$ cat src/rtl/cpu_mem_pkg.sv
// Shared constants and types for the main-memory port arbiter and its clients.
package cpu_mem_pkg;

    localparam int ADDR_W = 12;
    localparam int DATA_W = 16;
    localparam int LAT_W  = 4;

    localparam logic CPU_PORT = 1'b0;
    localparam logic DMA_PORT = 1'b1;

    typedef enum logic [1:0] {
        ST_IDLE   = 2'd0,
        ST_ACCESS = 2'd1,
        ST_WAIT   = 2'd2,
        ST_ACK    = 2'd3
    } arb_state_e;

endpackage

$ cat src/rtl/rr_pick2.sv
// Combinational two-way round-robin pick: on a tie the port that did not win last time is chosen.
module rr_pick2
    import cpu_mem_pkg::*;
(
    input  logic req0_i,
    input  logic req1_i,
    input  logic last_gnt_i,
    output logic valid_o,
    output logic winner_o
);

    always_comb begin
        valid_o  = req0_i | req1_i;
        winner_o = CPU_PORT;
        if (req0_i && req1_i) begin
            winner_o = ~last_gnt_i;
        end else if (req1_i) begin
            winner_o = DMA_PORT;
        end
    end

endmodule

$ cat src/rtl/mem_port_arbiter.sv
// Shares the single-port main memory between the CPU (port 0) and the DMA (port 1),
// one transaction at a time: IDLE -> ACCESS -> WAIT -> ACK, all outputs registered.
module mem_port_arbiter #(
    parameter int          ADDR_W  = cpu_mem_pkg::ADDR_W,
    parameter int          DATA_W  = cpu_mem_pkg::DATA_W,
    parameter int unsigned MEM_LAT = 1
) (
    input  logic              clk,
    input  logic              reset,
    input  logic              req0,
    input  logic              we0,
    input  logic [ADDR_W-1:0] addr0,
    input  logic [DATA_W-1:0] wdata0,
    output logic              ack0,
    output logic [DATA_W-1:0] rdata0,
    input  logic              req1,
    input  logic              we1,
    input  logic [ADDR_W-1:0] addr1,
    input  logic [DATA_W-1:0] wdata1,
    output logic              ack1,
    output logic [DATA_W-1:0] rdata1,
    output logic              mem_en,
    output logic              mem_we,
    output logic [ADDR_W-1:0] mem_addr,
    output logic [DATA_W-1:0] mem_wdata,
    input  logic [DATA_W-1:0] mem_rdata,
    output logic              busy,
    output logic              gnt_id,
    output logic [1:0]        dbg_state
);

    import cpu_mem_pkg::*;

    arb_state_e        state_q, state_d;
    logic              last_gnt_q, last_gnt_d;
    logic              gnt_q, gnt_d;
    logic [LAT_W-1:0]  cnt_q, cnt_d;
    logic              mem_en_q, mem_en_d;
    logic              mem_we_q, mem_we_d;
    logic [ADDR_W-1:0] mem_addr_q, mem_addr_d;
    logic [DATA_W-1:0] mem_wdata_q, mem_wdata_d;
    logic              ack0_q, ack0_d, ack1_q, ack1_d;
    logic [DATA_W-1:0] rdata0_q, rdata0_d, rdata1_q, rdata1_d;
    logic              pick_valid, pick_winner;

    rr_pick2 u_pick (
        .req0_i     (req0),
        .req1_i     (req1),
        .last_gnt_i (last_gnt_q),
        .valid_o    (pick_valid),
        .winner_o   (pick_winner)
    );

    always_ff @(posedge clk) begin
        if (reset) begin
            state_q <= ST_IDLE;
        end else begin
            state_q <= state_d;
        end
    end

    always_comb begin
        state_d = state_q;
        case (state_q)
            ST_IDLE:   if (pick_valid) state_d = ST_ACCESS;
            ST_ACCESS: state_d = ST_WAIT;
            ST_WAIT:   if (cnt_q == '0) state_d = ST_ACK;
            ST_ACK:    state_d = ST_IDLE;
            default:   state_d = ST_IDLE;
        endcase
    end

    // Next values of every registered output; requests are only looked at in IDLE.
    always_comb begin
        last_gnt_d  = last_gnt_q;
        gnt_d       = gnt_q;
        cnt_d       = cnt_q;
        mem_en_d    = 1'b0;
        mem_we_d    = mem_we_q;
        mem_addr_d  = mem_addr_q;
        mem_wdata_d = mem_wdata_q;
        ack0_d      = 1'b0;
        ack1_d      = 1'b0;
        rdata0_d    = rdata0_q;
        rdata1_d    = rdata1_q;
        case (state_q)
            ST_IDLE: begin
                if (pick_valid) begin
                    gnt_d       = pick_winner;
                    last_gnt_d  = pick_winner;
                    mem_en_d    = 1'b1;
                    mem_we_d    = (pick_winner == DMA_PORT) ? we1    : we0;
                    mem_addr_d  = (pick_winner == DMA_PORT) ? addr1  : addr0;
                    mem_wdata_d = (pick_winner == DMA_PORT) ? wdata1 : wdata0;
                end
            end
            ST_ACCESS: cnt_d = LAT_W'(MEM_LAT - 1);
            ST_WAIT: begin
                if (cnt_q == '0) begin
                    if (gnt_q == DMA_PORT) begin
                        ack1_d   = 1'b1;
                        rdata1_d = mem_rdata;
                    end else begin
                        ack0_d   = 1'b1;
                        rdata0_d = mem_rdata;
                    end
                end else begin
                    cnt_d = cnt_q - 1'b1;
                end
            end
            default: ;
        endcase
    end

    always_ff @(posedge clk) begin
        if (reset) begin
            last_gnt_q  <= DMA_PORT;
            gnt_q       <= CPU_PORT;
            cnt_q       <= '0;
            mem_en_q    <= 1'b0;
            mem_we_q    <= 1'b0;
            mem_addr_q  <= '0;
            mem_wdata_q <= '0;
            ack0_q      <= 1'b0;
            ack1_q      <= 1'b0;
            rdata0_q    <= '0;
            rdata1_q    <= '0;
        end else begin
            last_gnt_q  <= last_gnt_d;
            gnt_q       <= gnt_d;
            cnt_q       <= cnt_d;
            mem_en_q    <= mem_en_d;
            mem_we_q    <= mem_we_d;
            mem_addr_q  <= mem_addr_d;
            mem_wdata_q <= mem_wdata_d;
            ack0_q      <= ack0_d;
            ack1_q      <= ack1_d;
            rdata0_q    <= rdata0_d;
            rdata1_q    <= rdata1_d;
        end
    end

    assign ack0      = ack0_q;
    assign ack1      = ack1_q;
    assign rdata0    = rdata0_q;
    assign rdata1    = rdata1_q;
    assign mem_en    = mem_en_q;
    assign mem_we    = mem_we_q;
    assign mem_addr  = mem_addr_q;
    assign mem_wdata = mem_wdata_q;
    assign busy      = (state_q != ST_IDLE);
    assign gnt_id    = gnt_q;
    assign dbg_state = state_q;

endmodule
$ cat config.mk
export PLATFORM = sky130hd
export DESIGN_NAME = mem_port_arbiter
export DESIGN_NICKNAME = d
export VERILOG_FILES = /design/src/rtl/cpu_mem_pkg.sv /design/src/rtl/rr_pick2.sv /design/src/rtl/mem_port_arbiter.sv
export SDC_FILE = /design/constraint.sdc
export NUM_CORES = 1
export LEC_CHECK = 0
export CAP_MARGIN = 10
export CORE_ASPECT_RATIO = 0.5
export CORE_MARGIN = 2
export CORE_UTILIZATION = 25
export DETAILED_ROUTE_END_ITERATION = 10
export GPL_ROUTABILITY_DRIVEN = 0
export PLACE_DENSITY = 0.68
export SLEW_MARGIN = 20
export SYNTH_ARGS = -nofsm -noshare
export SYNTH_HDL_FRONTEND = slang
export SYNTH_HIERARCHICAL = 1
export SYNTH_SLANG_ARGS = --single-unit
$ cat constraint.sdc
create_clock -name clk -period 1.5 [get_ports clk]
set_input_delay 0.375 -clock clk [delete_from_list [all_inputs] [get_ports clk]]
set_output_delay 0.375 -clock clk [all_outputs]
set_load 0.1 [all_outputs]
==> impl_metrics.env <==
export IMPL_switching_share_pct=45.6
export IMPL_antenna_cells=0
export IMPL_nets=562
export IMPL_syn_nets=400
export IMPL_cp_slowest_stage_delay_ps=360
export IMPL_ios=146
export IMPL_via_count=2868
export IMPL_synth_mux_area_share_pct=20.6
export IMPL_cts_sinks=72
export IMPL_start_util_pct=25.6
export IMPL_layout_common_cells="clkdlybuf4s50_1 (77), buf_12 (74), dfxtp_1 (68), mux2i_1 (58), nand2_1 (57)"
export IMPL_path_class="reg -> out"
export IMPL_crit_cells=5
export IMPL_setup_violations=31
export IMPL_p_sw_mw=6.32
export IMPL_arrival_ps=1250
export IMPL_p_seq_share_pct=20.8
export IMPL_hpwlAfterDp_mm=6.69
export IMPL_timing_final_ws_setup_ps=-121
export IMPL_syn_inst=316
export IMPL_synth_xor_area_share_pct=0
export IMPL_synth_distinct_cells=29
export IMPL_period_minus_slack_ps=1620
export IMPL_yosys_area_share_simple_pct=15.1
export IMPL_min_path_cells=2
export IMPL_hold_buffers=0
export IMPL_fmax_ghz=0.617
export IMPL_required_ps=1120
export IMPL_cts_buffers=9
export IMPL_fin_area_um2=6390
export IMPL_worst_pin_slew_ps=568
export IMPL_drc_errors=0
export IMPL_cp_max_fo=2
export IMPL_outcome="complete, but fails checks"
export IMPL_synthToLayoutAreaGrowth_pct=112
export IMPL_antenna_left=0
export IMPL_power_leakage_nw=2.54
export IMPL_drive_above_1_share_pct=38.9
export IMPL_dr_pass1_iters=4
export IMPL_clkPwrFrac_pct=18.6
export IMPL_gr_total_overflow=0
export IMPL_crit_family="buffers and inverters"
export IMPL_yosys_warnings=6
export IMPL_worstPathCellList="inv_4 -> buf_6 -> ha_4 -> clkinvlp_4 -> buf_12"
export IMPL_synth_compound_area_share_pct=9.55
export IMPL_drv_slew=0
export IMPL_avgViaCountPerCell=4.43
export IMPL_core_um2=11800
export IMPL_cp_slowest_cell="dfxtp_4"
export IMPL_end_kind="output port"
export IMPL_synth_cell_area_um2=3010
export IMPL_syn_area_per_cell_um2=9.53
export IMPL_startpoint_type="flip-flop"
export IMPL_cts_tree="yes"
export IMPL_dieArea_um2=13000
export IMPL_vdd_ir_drop_max_mv=0.876
export IMPL_skew_ps=5.09
export IMPL_grt_pass1_wl_mm=15.7
export IMPL_die_h_um=81.6
export IMPL_io_buffers=145
export IMPL_hold_path_class="reg -> reg"
export IMPL_fin_cells=648
export IMPL_fin_crit_sh_pct=108
export IMPL_grt_max_degree=35
export IMPL_clk_pin_slew_ps=60
export IMPL_hold_violations=0
export IMPL_clk_latency_ps=330
export IMPL_power_frac_comb_pct=60.7
export IMPL_cp_num_buf_inv=4
export IMPL_drtIter0Drc=68
export IMPL_max_slew_margin_pct=62.2
export IMPL_ff2ff_path_depth=8
export IMPL_tns_ps=-1290
export IMPL_yosysSeqAreaShare_pct=47.8
export IMPL_total_power_mw=13.9
export IMPL_violations="setup timing"
export IMPL_layout_commonest_cell="clkdlybuf4s50_1"
export IMPL_cts_root_to_sink_buffers=2
export IMPL_htreeDepth=3
export IMPL_synth_top_family_by_area="multiplexers"
export IMPL_grt_usage_pct=15.5
export IMPL_wl_per_cell_um=15.3
export IMPL_synth_fa_ha_area_share_pct=2.49
export IMPL_grt_pass1_vias=2820
export IMPL_maxCapViolations=0
export IMPL_rsz0062_at_grt="yes"
export IMPL_antenna_found_initial=0
export IMPL_p_per_area_nw_per_um2=2170
export IMPL_postRouteWirelength_mm=9.95
export IMPL_intPower_mw=7.54
export IMPL_yosys_register_bits=72
export IMPL_clockRootBuffer="clkbuf_16"
export IMPL_core_rowCount=28
export IMPL_die_w_um=159
export IMPL_place_inst=620
export IMPL_placed_area_um2=5500
power by group through the flow:
| stage | clock network (mW) | logic, mW | registers [mW] |
|---|---|---|---|
| after floorplan | 0 | 1.49 | 5.68 |
| after global placement | 0 | 6.94 | 2.85 |
| after detailed placement | 0 | 6.99 | 2.87 |
| after CTS | 2.62 | 8.27 | 2.86 |
| after global routing | 2.70 | 8.71 | 2.93 |
| final | 2.57 | 8.41 | 2.88 |
synth_stat cells (all sizes together):
| master | count | area [um2] |
|---|---|---|
| dfxtp | 72 | 1440 |
| mux2i | 62 | 621 |
| nand2 | 59 | 221 |
| nor2 | 32 | 120 |
| a211oi | 29 | 218 |
| clkbuf | 16 | 60.1 |
| buf | 9 | 47.5 |
| ha | 6 | 75.1 |
| inv | 6 | 22.5 |
| a21oi | 4 | 20.0 |
| a21boi | 3 | 22.5 |
| a31o | 2 | 17.5 |
| and2 | 2 | 12.5 |
| nor2b | 2 | 12.5 |
| or3b | 2 | 17.5 |
| and4 | 1 | 10.0 |
| and4bb | 1 | 12.5 |
| clkinv | 1 | 3.75 |
| nand2b | 1 | 6.26 |
| nand4b | 1 | 8.76 |
| nor4b | 1 | 8.76 |
| o211a | 1 | 10.0 |
| or2 | 1 | 6.26 |
| or3 | 1 | 7.51 |
| or4b | 1 | 10.0 |
path summary, 6_finish.rpt:
path	from	endpoint	slack [ps]
min reg2reg	cnt_q[3]	cnt_q[3]	490
min	cnt_q[3]	cnt_q[3]	490
max	dbg_state[0]	busy	-120
max reg2reg	dbg_state[0]	mem_wdata[11]	-60
tightest hold or removal path, stage by stage, from the launching register on:
cell and delay (ps):
dfxtp_1 330, nand2_1 60, a21boi_1 60
metrics by stage:
| stage | hold WS [ps] | utilization, % | setup WS [ps] |
|---|---|---|---|
| 2_1_floorplan | 437 | - | -299 |
| 3_3_place_gp | 463 | 46.8 | -326 |
| 3_5_place_dp | 480 | 46.8 | -335 |
| 4_1_cts | 496 | 53.6 | -132 |
| 5_1_grt | 510 | 54.3 | -168 |
| 6_report | 487 | 54.3 | -121 |
flip-flops by register name, indices dropped and copies added, names as in the netlist, 2 cells and up:
name / cells
mem_wdata: 16
mem_addr: 12
rdata0: 16
dbg_state: 2
cnt_q: 4
rdata1: 16
cell type report:
type / instances / area (um2)
clock buffer: 10 / 250
clock inverter: 6 / 113
fill: 983 / 5380
inverter: 7 / 32.5
multi-input combinational: 212 / 1760
sequential: 72 / 1450
tap: 165 / 206
timing repair buffer: 176 / 2580
metal layers:
metal / GRT usage (%) / share of wire (%) / up-vias
li1: - / - / 1414
met3: 4.19 / 2.8 / 11
met2: 28.2 / 53 / 40
met5: 0 / 0 / -
met4: 4.09 / 1.5 / 0
met1: 18.5 / 42 / 1403
logic make-up (layout without fill, tap and decap cells):
kind of cell	Yosys count	count (layout)
simple gates	105	105
flops	72	72
mux	62	62
compound gates	39	39
buf+inv	32	199
fa+ha+maj	6	6
timing repair:
item,in CTS,in global routing
gates cloned,6,1
pin swaps,12,5
endpoints found under the setup margin,30,52
resized for setup,63,23
buffers inserted,6,1
No activity file was read; power rests on OpenSTA's default activity.
